[src/rtl/dtree_sequencer.sv]
// Feeds one latched feature vector into dtree one sample per cycle, replaying it per tree level
// until dtree reports a result. Optional pass-limit timeout: define DTREE_SEQ_TIMEOUT_EN.
module dtree_sequencer #(
   parameter int FEATURES    = 3,
   parameter int IN_WIDTH    = 10,
   parameter int LEVEL_WIDTH = 2,
   parameter int PATH_WIDTH  = 2,
   parameter int MAX_PASSES  = 8
) (
   input  logic                         clk,
   input  logic                         reset,
   input  logic                         in_valid,
   output logic                         in_ready,
   input  logic [FEATURES*IN_WIDTH-1:0] in_features,
   input  logic                         dt_ready,
   output logic                         dt_valid,
   output logic [IN_WIDTH-1:0]          dt_sample,
   input  logic [LEVEL_WIDTH-1:0]       dt_level,
   input  logic [PATH_WIDTH-1:0]        dt_path,
   input  logic                         dt_out_valid,
   output logic                         res_valid,
   input  logic                         res_ready,
   output logic [LEVEL_WIDTH-1:0]       res_level,
   output logic [PATH_WIDTH-1:0]        res_path,
   output logic                         res_error,
   output logic                         busy
);

   localparam logic [1:0] IDLE   = 2'd0;
   localparam logic [1:0] STREAM = 2'd1;
   localparam logic [1:0] GAP    = 2'd2;
   localparam logic [1:0] RESULT = 2'd3;

   localparam int IDX_W = $clog2(FEATURES + 1);
   localparam logic [IDX_W-1:0] LAST_IDX = IDX_W'(FEATURES);

   logic [1:0]                   state;
   logic [IDX_W-1:0]             idx;
   logic [FEATURES*IN_WIDTH-1:0] features;
   logic [IN_WIDTH-1:0]          cur_feature;
   logic                         timeout_hit;

   assign in_ready = (state == IDLE);
   assign busy     = (state != IDLE);

   always_comb begin
      cur_feature = '0;
      for (int k = 0; k < FEATURES; k++) begin
         if (idx == IDX_W'(k)) cur_feature = features[k*IN_WIDTH +: IN_WIDTH];
      end
   end

`ifdef DTREE_SEQ_TIMEOUT_EN
   localparam int PASS_W = $clog2(MAX_PASSES + 1);
   localparam logic [PASS_W-1:0] PASS_LIMIT = PASS_W'(MAX_PASSES - 1);
   localparam logic [PASS_W-1:0] PASS_SAT   = PASS_W'(MAX_PASSES);

   logic [PASS_W-1:0] passes;
   logic              wrap;
   logic              capture;

   assign wrap        = (state == STREAM) && !dt_out_valid && dt_ready && (idx == LAST_IDX);
   assign capture     = dt_out_valid && ((state == STREAM) || (state == GAP));
   assign timeout_hit = (passes == PASS_LIMIT);

   // Completed full passes of the current vector; saturates so it can never wrap back to 0.
   always_ff @(posedge clk or negedge reset) begin
      if (!reset) begin
         passes <= '0;
      end else if (state == IDLE) begin
         passes <= '0;
      end else if (wrap && (passes != PASS_SAT)) begin
         passes <= passes + 1'b1;
      end
   end

   always_ff @(posedge clk or negedge reset) begin
      if (!reset) begin
         res_error <= 1'b0;
      end else if (wrap && timeout_hit) begin
         res_error <= 1'b1;
      end else if (capture) begin
         res_error <= 1'b0;
      end
   end
`else
   assign timeout_hit = 1'b0;
   assign res_error   = 1'b0;
`endif

   // dt_out_valid wins over streaming so samples stop the cycle after dtree decides.
   always_ff @(posedge clk or negedge reset) begin
      if (!reset) begin
         state     <= IDLE;
         idx       <= '0;
         features  <= '0;
         dt_valid  <= 1'b0;
         dt_sample <= '0;
         res_valid <= 1'b0;
         res_level <= '0;
         res_path  <= '0;
      end else begin
         case (state)
            IDLE: begin
               dt_valid <= 1'b0;
               if (in_valid) begin
                  features <= in_features;
                  idx      <= '0;
                  state    <= STREAM;
               end
            end
            STREAM: begin
               if (dt_out_valid) begin
                  dt_valid  <= 1'b0;
                  res_valid <= 1'b1;
                  res_level <= dt_level;
                  res_path  <= dt_path;
                  state     <= RESULT;
               end else if (!dt_ready) begin
                  dt_valid <= 1'b0;
               end else if (idx != LAST_IDX) begin
                  dt_valid  <= 1'b1;
                  dt_sample <= cur_feature;
                  idx       <= idx + 1'b1;
               end else begin
                  dt_valid <= 1'b0;
                  idx      <= '0;
                  if (timeout_hit) begin
                     res_valid <= 1'b1;
                     res_level <= '1;
                     res_path  <= '0;
                     state     <= RESULT;
                  end else begin
                     state <= GAP;
                  end
               end
            end
            GAP: begin
               dt_valid <= 1'b0;
               if (dt_out_valid) begin
                  res_valid <= 1'b1;
                  res_level <= dt_level;
                  res_path  <= dt_path;
                  state     <= RESULT;
               end else begin
                  state <= STREAM;
               end
            end
            RESULT: begin
               dt_valid <= 1'b0;
               if (res_ready) begin
                  res_valid <= 1'b0;
                  state     <= IDLE;
               end
            end
            default: state <= IDLE;
         endcase
      end
   end

endmodule

[config.mk]
export PLATFORM = sky130hd
export DESIGN_NAME = dtree_sequencer
export DESIGN_NICKNAME = d
export VERILOG_FILES = /design/src/rtl/dtree_sequencer.sv
export SDC_FILE = /design/constraint.sdc
export NUM_CORES = 1
export LEC_CHECK = 0
export BUFFER_PORTS_ARGS = -buffer_cell sky130_fd_sc_hd__buf_2
export CAP_MARGIN = 15
export CORE_UTILIZATION = 40
export DETAILED_ROUTE_END_ITERATION = 10
export GPL_TIMING_DRIVEN = 0
export PLACE_DENSITY = 0.61
export SLEW_MARGIN = 20
export SYNTH_ARGS = -nofsm -noshare
export SYNTH_HDL_FRONTEND = slang
export SYNTH_SLANG_ARGS = --single-unit
[constraint.sdc]
create_clock -name clk -period 2.9 [get_ports clk]
set_clock_uncertainty 0.2 [all_clocks]
set_input_delay 0.58 -clock clk [delete_from_list [all_inputs] [get_ports clk]]
set_output_delay 0.58 -clock clk [all_outputs]
set_load 0.02 [all_outputs]
**Yosys cells after proc, flatten, opt, wreduce, memory -nomap -nowiden**

Cells that the tools add are included.

- Word-level logic and storage cells: 58
- Flip-flop bits (word level): 50
- Output and inout bits: 19

- Bitwise operators: 1
- Equality and inequality tests: 13
- Multiplexer cells: 22
- Reductions and logical operators: 13
- Add/sub/neg operators: 1

Operator list:

| kind | count |
|---|---|
| 2-to-1 mux 10 bit | 3 |
| 2-to-1 mux 2 bit | 10 |
| AND reduction 4 bit | 3 |
| != test 2 bit, second input constant | 5 |
| one-hot mux 2 bit (4 select lines) | 1 |
| == test 2 bit, second input constant | 3 |
| != test 3 bit, second input constant | 2 |
| nonzero test 2 bit | 3 |
| 2-to-1 mux 1 bit | 5 |
| == test 2 x 1 -> 1 bit, second input constant | 2 |
| zero test 2 bit | 2 |
| one-hot mux 1 bit (2 select lines) | 2 |
| one-hot mux 2 bit (2 select lines) | 1 |
| AND reduction 2 bit | 2 |
| AND reduction 3 bit | 1 |
| OR reduction 3 bit | 1 |
| adder 2 x 1 -> 2 bit, second input constant | 1 |
| != test 2 x 1 -> 1 bit, second input constant | 1 |
| OR reduction 2 bit | 1 |
| inverter 1 bit | 1 |

**Depth between registers and ports, before layout**

Gate-level depths: netlist of the first run.

- Depth in word-level cells: 5
- Depth in mapped cells: 7
- Mapped depth without buffers: 6

**Worst setup path before layout of the first run**

No wires, ideal clock.

- Path type: flip-flop to flip-flop
- Start: register state[0]
- End: register state[1]
- Setup time: 0.082 ns
- Required time: 2.618 ns
- Path slack: 1.066 ns
- Period minus slack after synthesis: 1.834 ns
- Path buffers: 0
- Arrival: 1.552 ns
- Cell stages (with the launch flop): 7
- Cells stage by stage: dfrtp_1 inv_1 ha_1 nor2b_1 a2111oi_4 a21oi_1 a31oi_1

- Word-level cells in the longest chain between the ends: 3
- Elaborated cells between the ends (all ways): 10

Ends and longest elaborated chain:

| what | RTL line | text |
|---|---|---|
| start: declaration | 37 | `logic [1:0] state;` |
| start signal: assignment | 94 | `state <= IDLE;` |
| start signal: assignment | 109 | `state <= STREAM;` |
| start signal: assignment | 118 | `state <= RESULT;` |
| zero test 2 bit (*) | - |  |
| net in_ready | 13 | `output logic in_ready,` |
| != test 2 bit (no source line) | - |  |
| AND reduction 4 bit (no source line) | - |  |

The timed path passes the listed nets; every way through them passes the cells marked *.
A chain may end at the register's enable or synchronous reset.

**Final worst setup path of the first run**

- Start: register state[0]
- End: output busy

- Word-level cells in the longest chain between the ends: 1

Ends and longest elaborated chain:

| what | RTL line | text |
|---|---|---|
| nonzero test 2 bit | 44 | `assign busy = (state != IDLE);` |
| end: declaration | 26 | `output logic busy` |

No other way between the ends.

==> flow_metrics.py, run 1 <==
metrics = {
    "pwr": {
        "power.density_nw_per_um2": 1040,
        "leakagePower_uw": 0.00131,
        "peakVddDrop_v": 0.000397,
    },
    "sta": {
        "rsz0062_at_grt": "no",
        "fmax_mhz": 475,
        "min_period_ns": 2.10,
        "period_share_pct": 72.5,
        "setup_ws_ns": 0.796,
        "hold_viol": 0,
        "relSlewSlack_pct": 58.1,
        "slew_violations": 0,
        "finalSetupViolCount": 0,
        "worst_slew_pin_slew_ns": 0.628,
        "tns_ns": 0,
    },
    "synthesis": {
        "synthesis.area_um2": 2320,
        "ys_warn_count": 0,
        "synth.distinct_cells": 27,
        "synth-seq-area-share_pct": 53.9,
        "syn_avg_cell_area_um2": 13.1,
        "synthCells": 177,
        "synthesis.nets": 227,
        "synth-seq-cells": 50,
    },
    "layout": {
        "mostFrequentLayoutCells": "buf_2 (60), dfrtp_1 (50), mux2_2 (34)",
        "multi_input_area_um2": 991,
        "seqCellArea_um2": 1250,
        "diodes": 0,
        "layout-drive-gt1-share_pct": 48.5,
        "syn2layout_area_growth_pct": 19.8,
        "layout.nets": 291,
        "layout_commonest_cell": "buf_2",
        "n_fill_cell": 537,
    },
    "routing": {
        "drt-total-wl_um": 4470,
        "viasPerCell": 4.82,
        "dr.pass1.iters": 4,
        "ant_nets": 0,
        "drtIter0Drc": 93,
        "num_vias": 1508,
        "drc": 0,
        "wire_per_inst_um": 14.3,
    },
    "worst_setup_path": {
        "worstSetupStartpoint": "state[0]",
        "critPathLaunchType": "flop",
        "cp.arrival_ns": 1.32,
        "rr_worst_depth": 6,
        "cp-end-kind": "output pin",
        "cp_max_fo": 6,
        "cp.required_ns": 2.12,
        "rr_endpoint": "state[1]",
        "r2r-start": "state[0]",
        "critPathKind": "flop to output pin",
        "reg2reg_slack_ns": 0.97,
        "crit_path_top_delay_cell": "dfrtp_1",
        "critPathMaxStageDelay_ns": 0.45,
        "crit_chain": "inv_1 -> ha_1 -> inv_1 -> buf_2",
        "critPathCapture": "busy",
        "path_common_cell": "inv_1",
    },
    "cts": {
        "clockBufferDepth": 2,
        "root_buffer": "clkbuf_8",
        "htree_levels": 2,
        "insertion_delay_ns": 0.29,
        "post_cts_buffers": 0,
        "cts_buffers": 5,
        "clock_sinks": 50,
        "holdBufCountCts": 0,
        "post_cts_resized": 0,
        "cts_tree": "done",
        "cts.clk_slew.worst_paths_ns": 0.08,
    },
    "global_route": {
        "grt_use_total_pct": 15.9,
        "antenna_found_initial": 0,
        "grt_first_pass_wirelength_um": 7510,
        "grt_pass1_vias": 1532,
        "grt_max_degree": 51,
        "overflow": 0,
    },
    "die": {
        "die_h_um": 78.2,
        "ios": 59,
        "fp-row-count": 27,
        "initial_utilization_pct": 41.9,
        "fp.dieArea_um2": 6110,
        "die_x_um": 78.2,
        "core_um2": 5540,
    },
    "worst_hold_path": {
        "hold_path_class": "input port to async pin",
    },
    "place": {
        "portBuffers": 57,
        "place.gp.congestion": 0.755,
        "dp_hpwl_um": 3330,
        "post-place-ws_ns": 0.977,
    },
    "flow_run": {
        "drv_cap": 0,
    },
    "outcome": {
        "status": "completed",
    },
}
==> critical path, delay by kind of cell (launching register included) <==
| family | cells | cell delay, ns |
|---|---|---|
| buffers and inverters | 3 | 0.32 |
| DFF | 1 | 0.45 |
| adders and majority gates | 1 | 0.26 |
==> per-layer routing <==
layer / wire (µm) / GRT usage, % / vias to the layer above
li1: - / - / 755
met1: 2280 / 23.8 / 703
met2: 1860 / 23.1 / 45
met3: 277 / 3.14 / 5
met4: 48 / 5.00 / 0
met5: 0 / 0 / -
==> cell type report <==
class / instances / share of cell area (%)
buffer: 10 / 1.93
inverter: 7 / 0.944
clock inverter: 2 / 0.495
multi-input combinational: 110 / 35.6
tap: 72 / 3.24
timing repair buffer: 57 / 10.3
clock buffer: 5 / 2.47
sequential: 50 / 45.0
==> worst min-delay path by stage <==
stage	from	endpoint	slack, ns	cells after the start
2_1_floorplan	reset	dt_sample[0]	0.08	0
3_3_place_gp	dt_sample[7]	dt_sample[7]	0.27	2
3_5_place_dp	dt_sample[5]	dt_sample[5]	0.27	2
4_1_cts	reset	features[26]	0.12	1
5_1_grt	reset	features[26]	0.15	1
6_report	reset	res_valid	0.10	1
==> where the power goes <==
part | internal (µW) | switching (µW)
Sequential | 1040 | 197
Clock | 167 | 224
Combinational | 602 | 668
==> Yosys cell counts, drive strengths merged <==
master | instances | area (µm²)
dfrtp | 50 | 1250
mux2 | 34 | 383
nand2 | 14 | 55.1
nor2b | 12 | 75.1
o31ai | 12 | 135
a221oi | 10 | 87.6
ha | 10 | 125
inv | 7 | 26.3
buf | 6 | 38.8
clkbuf | 4 | 15.0
a21oi | 3 | 15.0
nand3 | 2 | 10.0
nor2 | 2 | 7.51
nor3b | 2 | 20.0
o21ai | 2 | 10.0
a2111oi | 1 | 27.5
a211oi | 1 | 7.51
a31oi | 1 | 6.26
and2b | 1 | 8.76
conb | 1 | 3.75
nand2b | 1 | 6.26
nand3b | 1 | 7.51
==> sequential cells by signal, indices dropped and copies added, names as in the netlist <==
signal     flops
res_valid      1
dt_valid       1
dt_sample     10
res_level      2
state          2
features      30
res_path       2
idx            2
==> through the flow <==
stage          hold slack, ns  std cells  power, µW  instance area, µm²  utilization (%)
6_report                0.100        313       2900                2780             50.2
3_5_place_dp            0.272        306       2530                2700             48.7
3_3_place_gp            0.274        306       2500                2700             48.7
5_1_grt                 0.149        313       3120                2780             50.2
2_1_floorplan          0.0844        177       2160                2320                -
4_1_cts                 0.125        313       2930                2780             50.2
==> cells by family after synthesis <==
| logic type | after synthesis | synth area share (%) |
|---|---|---|
| AOI/OAI and AO/OA | 30 | 12.4 |
| adders and majority gates | 10 | 5.39 |
| buffers and inverters | 17 | 3.45 |
| DFF | 50 | 53.9 |
| muxes | 34 | 16.5 |
| other | 1 | 0.161 |
| and+or+nand+nor | 35 | 8.19 |
No activity file was read; power rests on OpenSTA's default activity.
==> inputs of run 2 (changes only) <==
- PLACE_DENSITY: 0.61 -> 0.63
- clock period: 2.9 -> 1.85 ns (I/O delays scaled with it)
==> run 2 against run 1 <==
  * Global-route usage is 0.59 points higher
  * Clock-buffer cell count is 1 higher
  * Via count is 5.5% higher
  * Worst hold slack worse by 0.012 ns
  * Register-to-register slack worse by 0.91 ns
  * Cell count is 0.96% higher
  * Die area stayed put
  * Clock power is 70% higher
  * Combinational power is 87% higher
  * Critical path depth stayed put
  * Flip-flop and latch count stayed put
  * Core utilization is 3.7 points higher
  * Critical endpoint unchanged
==> flow_metrics.py, run 2 (synthesis gave the netlist of run 1 again) <==
metrics = {
    "cts": {
        "cts_tree": "done",
        "clockBufferDepth": 2,
        "root_buffer": "clkbuf_8",
        "clock_sinks": 50,
        "htree_levels": 2,
        "insertion_delay_ns": 0.31,
        "cts_buffers": 5,
        "cts.clk_slew.worst_paths_ns": 0.09,
    },
    "layout": {
        "syn2layout_area_growth_pct": 28.6,
        "diodes": 0,
        "layout_commonest_cell": "buf_2",
        "n_fill_cell": 488,
        "largest_register_ff_count": 30,
        "layout-drive-gt1-share_pct": 57.0,
        "layout.nets": 293,
        "mostFrequentLayoutCells": "buf_2 (59), dfrtp_1 (49), mux2_2 (34)",
        "largestRegisters": "features x30, dt_sample x10",
        "regMostFlops": "features",
    },
    "routing": {
        "num_vias": 1591,
        "drc": 0,
        "drt-total-wl_um": 4700,
        "viasPerCell": 5.03,
        "drtIter0Drc": 47,
        "wire_per_inst_um": 14.9,
        "dr.pass1.iters": 4,
        "ant_nets": 0,
    },
    "die": {
        "die_h_um": 78.2,
        "initial_utilization_pct": 41.9,
        "ios": 59,
        "fp.dieArea_um2": 6110,
        "fp-row-count": 27,
        "core_um2": 5540,
        "die_x_um": 78.2,
    },
    "worst_setup_path": {
        "reg2reg_slack_ns": 0.06,
        "crit_chain": "inv_2 -> ha_4 -> inv_1 -> buf_2",
        "cp-end-kind": "output pin",
        "critPathLaunchType": "flop",
        "r2r-start": "state[0]",
        "crit_path_top_delay_cell": "dfrtp_2",
        "rr_endpoint": "state[1]",
        "critPathMaxStageDelay_ns": 0.47,
        "cp.arrival_ns": 1.23,
        "rr_worst_depth": 5,
        "cp_max_fo": 6,
        "critPathKind": "flop to output pin",
        "cp.required_ns": 1.28,
    },
    "sta": {
        "slew_violations": 0,
        "finalSetupViolCount": 0,
        "fmax_mhz": 554,
        "min_period_ns": 1.80,
        "period_share_pct": 97.5,
        "hold_viol": 0,
        "holdWs_ns": 0.0880,
        "rsz0062_at_grt": "yes",
        "setup_ws_ns": 0.0454,
        "relSlewSlack_pct": 58.6,
        "worst_slew_pin_slew_ns": 0.621,
    },
    "place": {
        "post-place-ws_ns": -0.0798,
        "place.gp.congestion": 0.774,
        "dp_hpwl_um": 3240,
        "portBuffers": 57,
    },
    "worst_hold_path": {
        "hold_depth": 2,
        "hp-start": "in_features[8]",
        "hold_path_class": "input port to flop",
        "hold_end": "features[8]",
    },
    "pwr": {
        "peakVddDrop_v": 0.000782,
        "leakagePower_uw": 0.00136,
        "power.density_nw_per_um2": 1700,
    },
    "flow_run": {
        "drv_cap": 0,
    },
    "global_route": {
        "grt_max_degree": 51,
        "antenna_found_initial": 0,
        "overflow": 0,
        "grt_first_pass_wirelength_um": 7720,
        "grt_pass1_vias": 1598,
        "grt_use_total_pct": 16.5,
    },
    "outcome": {
        "status": "completed",
    },
}
==> run 2: cell count changes in the layout (fill, tap and decap cells not counted), moves of 2 or more <==
cell,before,now
a221oi_4,0,5
clkbuf_1,4,1
ha_2,0,2
buf_4,2,5
inv_2,0,2
ha_4,0,2
a221oi_2,0,5
a221oi_1,10,0
inv_1,7,5
ha_1,10,6
==> run 2: final cells by class <==
class	instances	area, µm²	share of cell area (%)
sequential	50	1250	41.9
multi-input combinational	110	1150	38.4
timing repair buffer	59	305	10.2
tap	72	90.1	3.02
clock buffer	6	82.6	2.76
buffer	10	71.3	2.39
inverter	7	26.3	0.880
clock inverter	2	12.5	0.419
==> run 2: critical path, delay by kind of cell, from the launching register on <==
kind	cells	cell delay [ns]
DFF	1	0.47
buffers and inverters	3	0.31
adders and majority gates	1	0.16
==> run 2: worst max path at each step <==
stage	from	endpoint	slack, ns
3_3_place_gp	idx[0]	dt_sample[7]	-0.07
4_1_cts	idx[0]	dt_sample[2]	-0.03
5_1_grt	state[1]	state[1]	-0.03
2_1_floorplan	state[0]	state[1]	0.02
6_report	state[0]	busy	0.05
3_5_place_dp	state[0]	features[29]	-0.08
==> run 2: per-stage QoR <==
| step | TNS [ns] | util (%) | cell area (µm²) | power (µW) | instances |
|---|---|---|---|---|---|
| 3_5_place_dp | -2.45 | 48.7 | 2700 | 3970 | 306 |
| 6_report | 0 | 53.9 | 2990 | 5080 | 316 |
| 4_1_cts | -0.0506 | 51.2 | 2840 | 4720 | 316 |
| 2_1_floorplan | 0 | - | 2320 | 3390 | 177 |
| 3_3_place_gp | -1.38 | 48.7 | 2700 | 3910 | 306 |
| 5_1_grt | -0.0511 | 53.9 | 2990 | 5430 | 316 |
==> run 2: timing repair <==
| action | CTS | global route |
|---|---|---|
| cloned | 0 | 0 |
| buffers inserted | 1 | 0 |
| hold buffers | 1 | 0 |
| pin swaps | 0 | 4 |
| endpoints found under the setup margin | 44 | 15 |
| hold endpoints to repair | 50 | 0 |
| gates resized for setup | 8 | 32 |
==> run 2: where the power goes <==
part / total [µW] / leakage (µW) / internal [µW] / switching (µW)
Combinational: 2380 / 0.000710 / 1190 / 1200
Clock: 664 / 0.0000472 / 301 / 363
Sequential: 2030 / 0.000604 / 1640 / 389
==> run 2: metal layers <==
metal	vias to the layer above	global-route usage, %	wire length, µm
met1	784	23.7	2400
met4	0	5.56	57
li1	759	-	-
met5	-	0	0
met3	7	4.30	216
met2	41	24.2	2020
==> inputs of run 3 (changes only) <==
- ABC_AREA: default -> 1
- SKIP_CTS_REPAIR_TIMING: default -> 1
==> run 3 against run 2 <==
  * Power fell by 2.1%
  * Flip-flop and latch count did not move
  * Synthesized cell count rose by 40%
  * Global-route usage rose by 0.80 points
  * Synthesized area rose by 2.0%
  * Critical path depth did not move
  * Register-to-register slack improved by 0.08 ns
  * Worst hold slack got worse by 0.0070 ns
  * Sequential power fell by 7%
  * Combinational power fell by 4%
  * Core utilization fell by 2.0 points
  * Sequential share of layout area rose by 1.1 points
  * Critical endpoint unchanged
==> flow_metrics.py, run 3 <==
metrics = {
    "outcome": {
        "status": "completed",
    },
    "worst_setup_path": {
        "cp.arrival_ns": 1.25,
        "crit_path_top_delay_cell": "dfrtp_2",
        "r2r-start": "idx[0]",
        "cp.required_ns": 1.28,
        "rr_worst_depth": 7,
        "critPathMaxStageDelay_ns": 0.46,
        "critPathLaunchType": "flop",
        "cp_num_buf_inv": 3,
        "cp_max_fo": 5,
        "crit_chain": "inv_4 -> ha_4 -> inv_1 -> buf_4",
        "rr_endpoint": "dt_sample[4]",
        "crit_family": "flip-flops",
        "critPathKind": "flop to output pin",
        "cp-end-kind": "output pin",
        "reg2reg_slack_ns": 0.14,
    },
    "sta": {
        "min_period_ns": 1.82,
        "setup_ws_ns": 0.0317,
        "finalSetupViolCount": 0,
        "fmax_mhz": 550,
        "slew_violations": 0,
        "period_share_pct": 98.3,
        "holdWs_ns": 0.0810,
        "worst_slew_pin_slew_ns": 0.632,
        "hold_viol": 0,
        "relSlewSlack_pct": 57.9,
    },
    "synthesis": {
        "synthCells": 247,
        "ys_async_sr_fraction_pct": 100,
        "synthesis.area_um2": 2370,
        "ys_warn_count": 0,
        "ys.flop_type": "dfrtp_1",
        "syn_avg_cell_area_um2": 9.59,
        "synth_top_cell_area_share_pct": 52.8,
        "ys_top_cells_by_count": "nand2_1 (56), dfrtp_1 (50), a21oi_1 (23), inv_1 (22), mux2_2 (22)",
        "yosys-top-cells-area": "dfrtp_1 (53%), mux2_2 (10%), nand2_1 (8.9%)",
        "synth-seq-cells": 50,
        "synth_top_area_cell": "dfrtp_1",
        "synth.distinct_cells": 22,
        "synth-seq-area-share_pct": 52.8,
        "synthesis.nets": 297,
        "yosysMostFrequentCell": "nand2_1",
        "synth-edff-count": 0,
    },
    "die": {
        "fp.dieArea_um2": 6240,
        "core_um2": 5610,
        "fp-row-count": 27,
        "initial_utilization_pct": 42.3,
        "ios": 59,
        "die_h_um": 79.0,
        "die_x_um": 79.0,
    },
    "pwr": {
        "netSwitchingFraction_pct": 39.7,
        "peakVddDrop_v": 0.000544,
        "seqPwrFrac_pct": 37.8,
        "combPwrFrac_pct": 46.2,
        "p_sw_uw": 1970,
        "p_clk_share_pct": 16.0,
        "internal-power_uw": 2990,
        "power.density_nw_per_um2": 1710,
        "leakagePower_uw": 0.00153,
    },
    "routing": {
        "wire_per_inst_um": 13.2,
        "drt-total-wl_um": 5110,
        "ant_nets": 0,
        "drtIter0Drc": 98,
        "viasPerCell": 4.84,
        "dr.pass1.iters": 4,
        "drc": 0,
        "num_vias": 1873,
    },
    "cts": {
        "clockBufferDepth": 2,
        "cts_tree": "done",
        "cts_buffers": 5,
        "htree_levels": 2,
        "clock_sinks": 50,
        "cts.clk_slew.worst_paths_ns": 0.09,
        "root_buffer": "clkbuf_8",
        "insertion_delay_ns": 0.32,
    },
    "layout": {
        "final_util_pct": 51.9,
        "n_fill_cell": 563,
        "layout_commonest_cell": "buf_2",
        "regMostFlops": "features",
        "diodes": 0,
        "layout.nets": 364,
        "mostFrequentLayoutCells": "buf_2 (58), nand2_1 (56), dfrtp_1 (49)",
        "syn2layout_area_growth_pct": 22.8,
        "largest_register_ff_count": 30,
        "largestRegisters": "features x30, dt_sample x10",
        "layout-drive-gt1-share_pct": 33.7,
        "final_cell_count_no_fill": 387,
    },
    "place": {
        "portBuffers": 57,
        "post-place-ws_ns": 0.0384,
        "dp_cells": 376,
        "dp_hpwl_um": 3620,
        "place.gp.congestion": 0.763,
    },
    "global_route": {
        "grt_use_total_pct": 17.3,
        "grt_first_pass_wirelength_um": 8130,
        "overflow": 0,
        "grt_pass1_vias": 1678,
        "antenna_found_initial": 0,
        "grt_max_degree": 51,
    },
    "worst_hold_path": {
        "hp-start": "in_features[2]",
        "hold_end": "features[2]",
        "hold_depth": 2,
        "hold_path_class": "input port to flop",
    },
    "flow_run": {
        "drv_cap": 0,
    },
}
-- run 3: cells by family (layout without fill, tap and decap cells) --
family                   count (synthesis)  in the layout  share of synthesized area [%]
AND/OR/NAND/NOR                         98             98                           17.4
other                                    1              1                          0.158
buffers and inverters                   34            102                           6.97
adder cells (fa/ha/maj)                 10             10                           5.28
AO/OA/AOI/OAI                           32             32                           6.97
multiplexers                            22             22                           10.5
flip-flops                              50             50                           52.8
-- run 3: cell type report --
cell class / instances / area (µm²) / share of cell area (%)
clock inverters: 3 / 47.5 / 1.63
well taps: 72 / 90.1 / 3.10
repair buffers: 60 / 315 / 10.8
multi-input cells: 163 / 966 / 33.2
inverters: 24 / 92.6 / 3.18
flip-flops and latches: 50 / 1250 / 43.1
clock buffers: 5 / 68.8 / 2.37
plain buffers: 10 / 76.3 / 2.62
-- run 3: metrics by stage --
stage / cell area (µm²) / TNS, ns / power (µW)
global route: 2910 / -0.0239 / 5350
finish: 2910 / 0 / 4970
floorplan: 2370 / 0 / 3440
detailed placement: 2750 / 0 / 4090
CTS: 2860 / -0.147 / 4890
global placement: 2750 / 0 / 4010
-- run 3: power by group through the flow --
stage | sequential (µW) | combinational (µW) | clock, µW
floorplan | 2060 | 1390 | 0
global placement | 1880 | 2130 | 0
detailed placement | 1900 | 2200 | 0
CTS | 1870 | 2200 | 818
global route | 1940 | 2560 | 850
finish | 1880 | 2290 | 797
-- run 3: worst max-delay path by stage --
stage	startpoint	to	slack, ns	depth (start not counted)
floorplan	state[1]	state[1]	0.03	7
global placement	state[0]	features[8]	0.07	5
detailed placement	state[1]	features[15]	0.04	5
CTS	state[1]	busy	-0.11	4
global route	state[0]	busy	-0.02	4
finish	state[1]	busy	0.03	4
-- run 3: per-layer routing --
metal  part of all wire (%)  global-route usage (%)  wire [µm]
met3                    6.4                    4.37        326
met2                     44                    25.9       2270
met4                    2.1                    7.09        107
met5                      0                       0          0
met1                     47                    23.9       2410
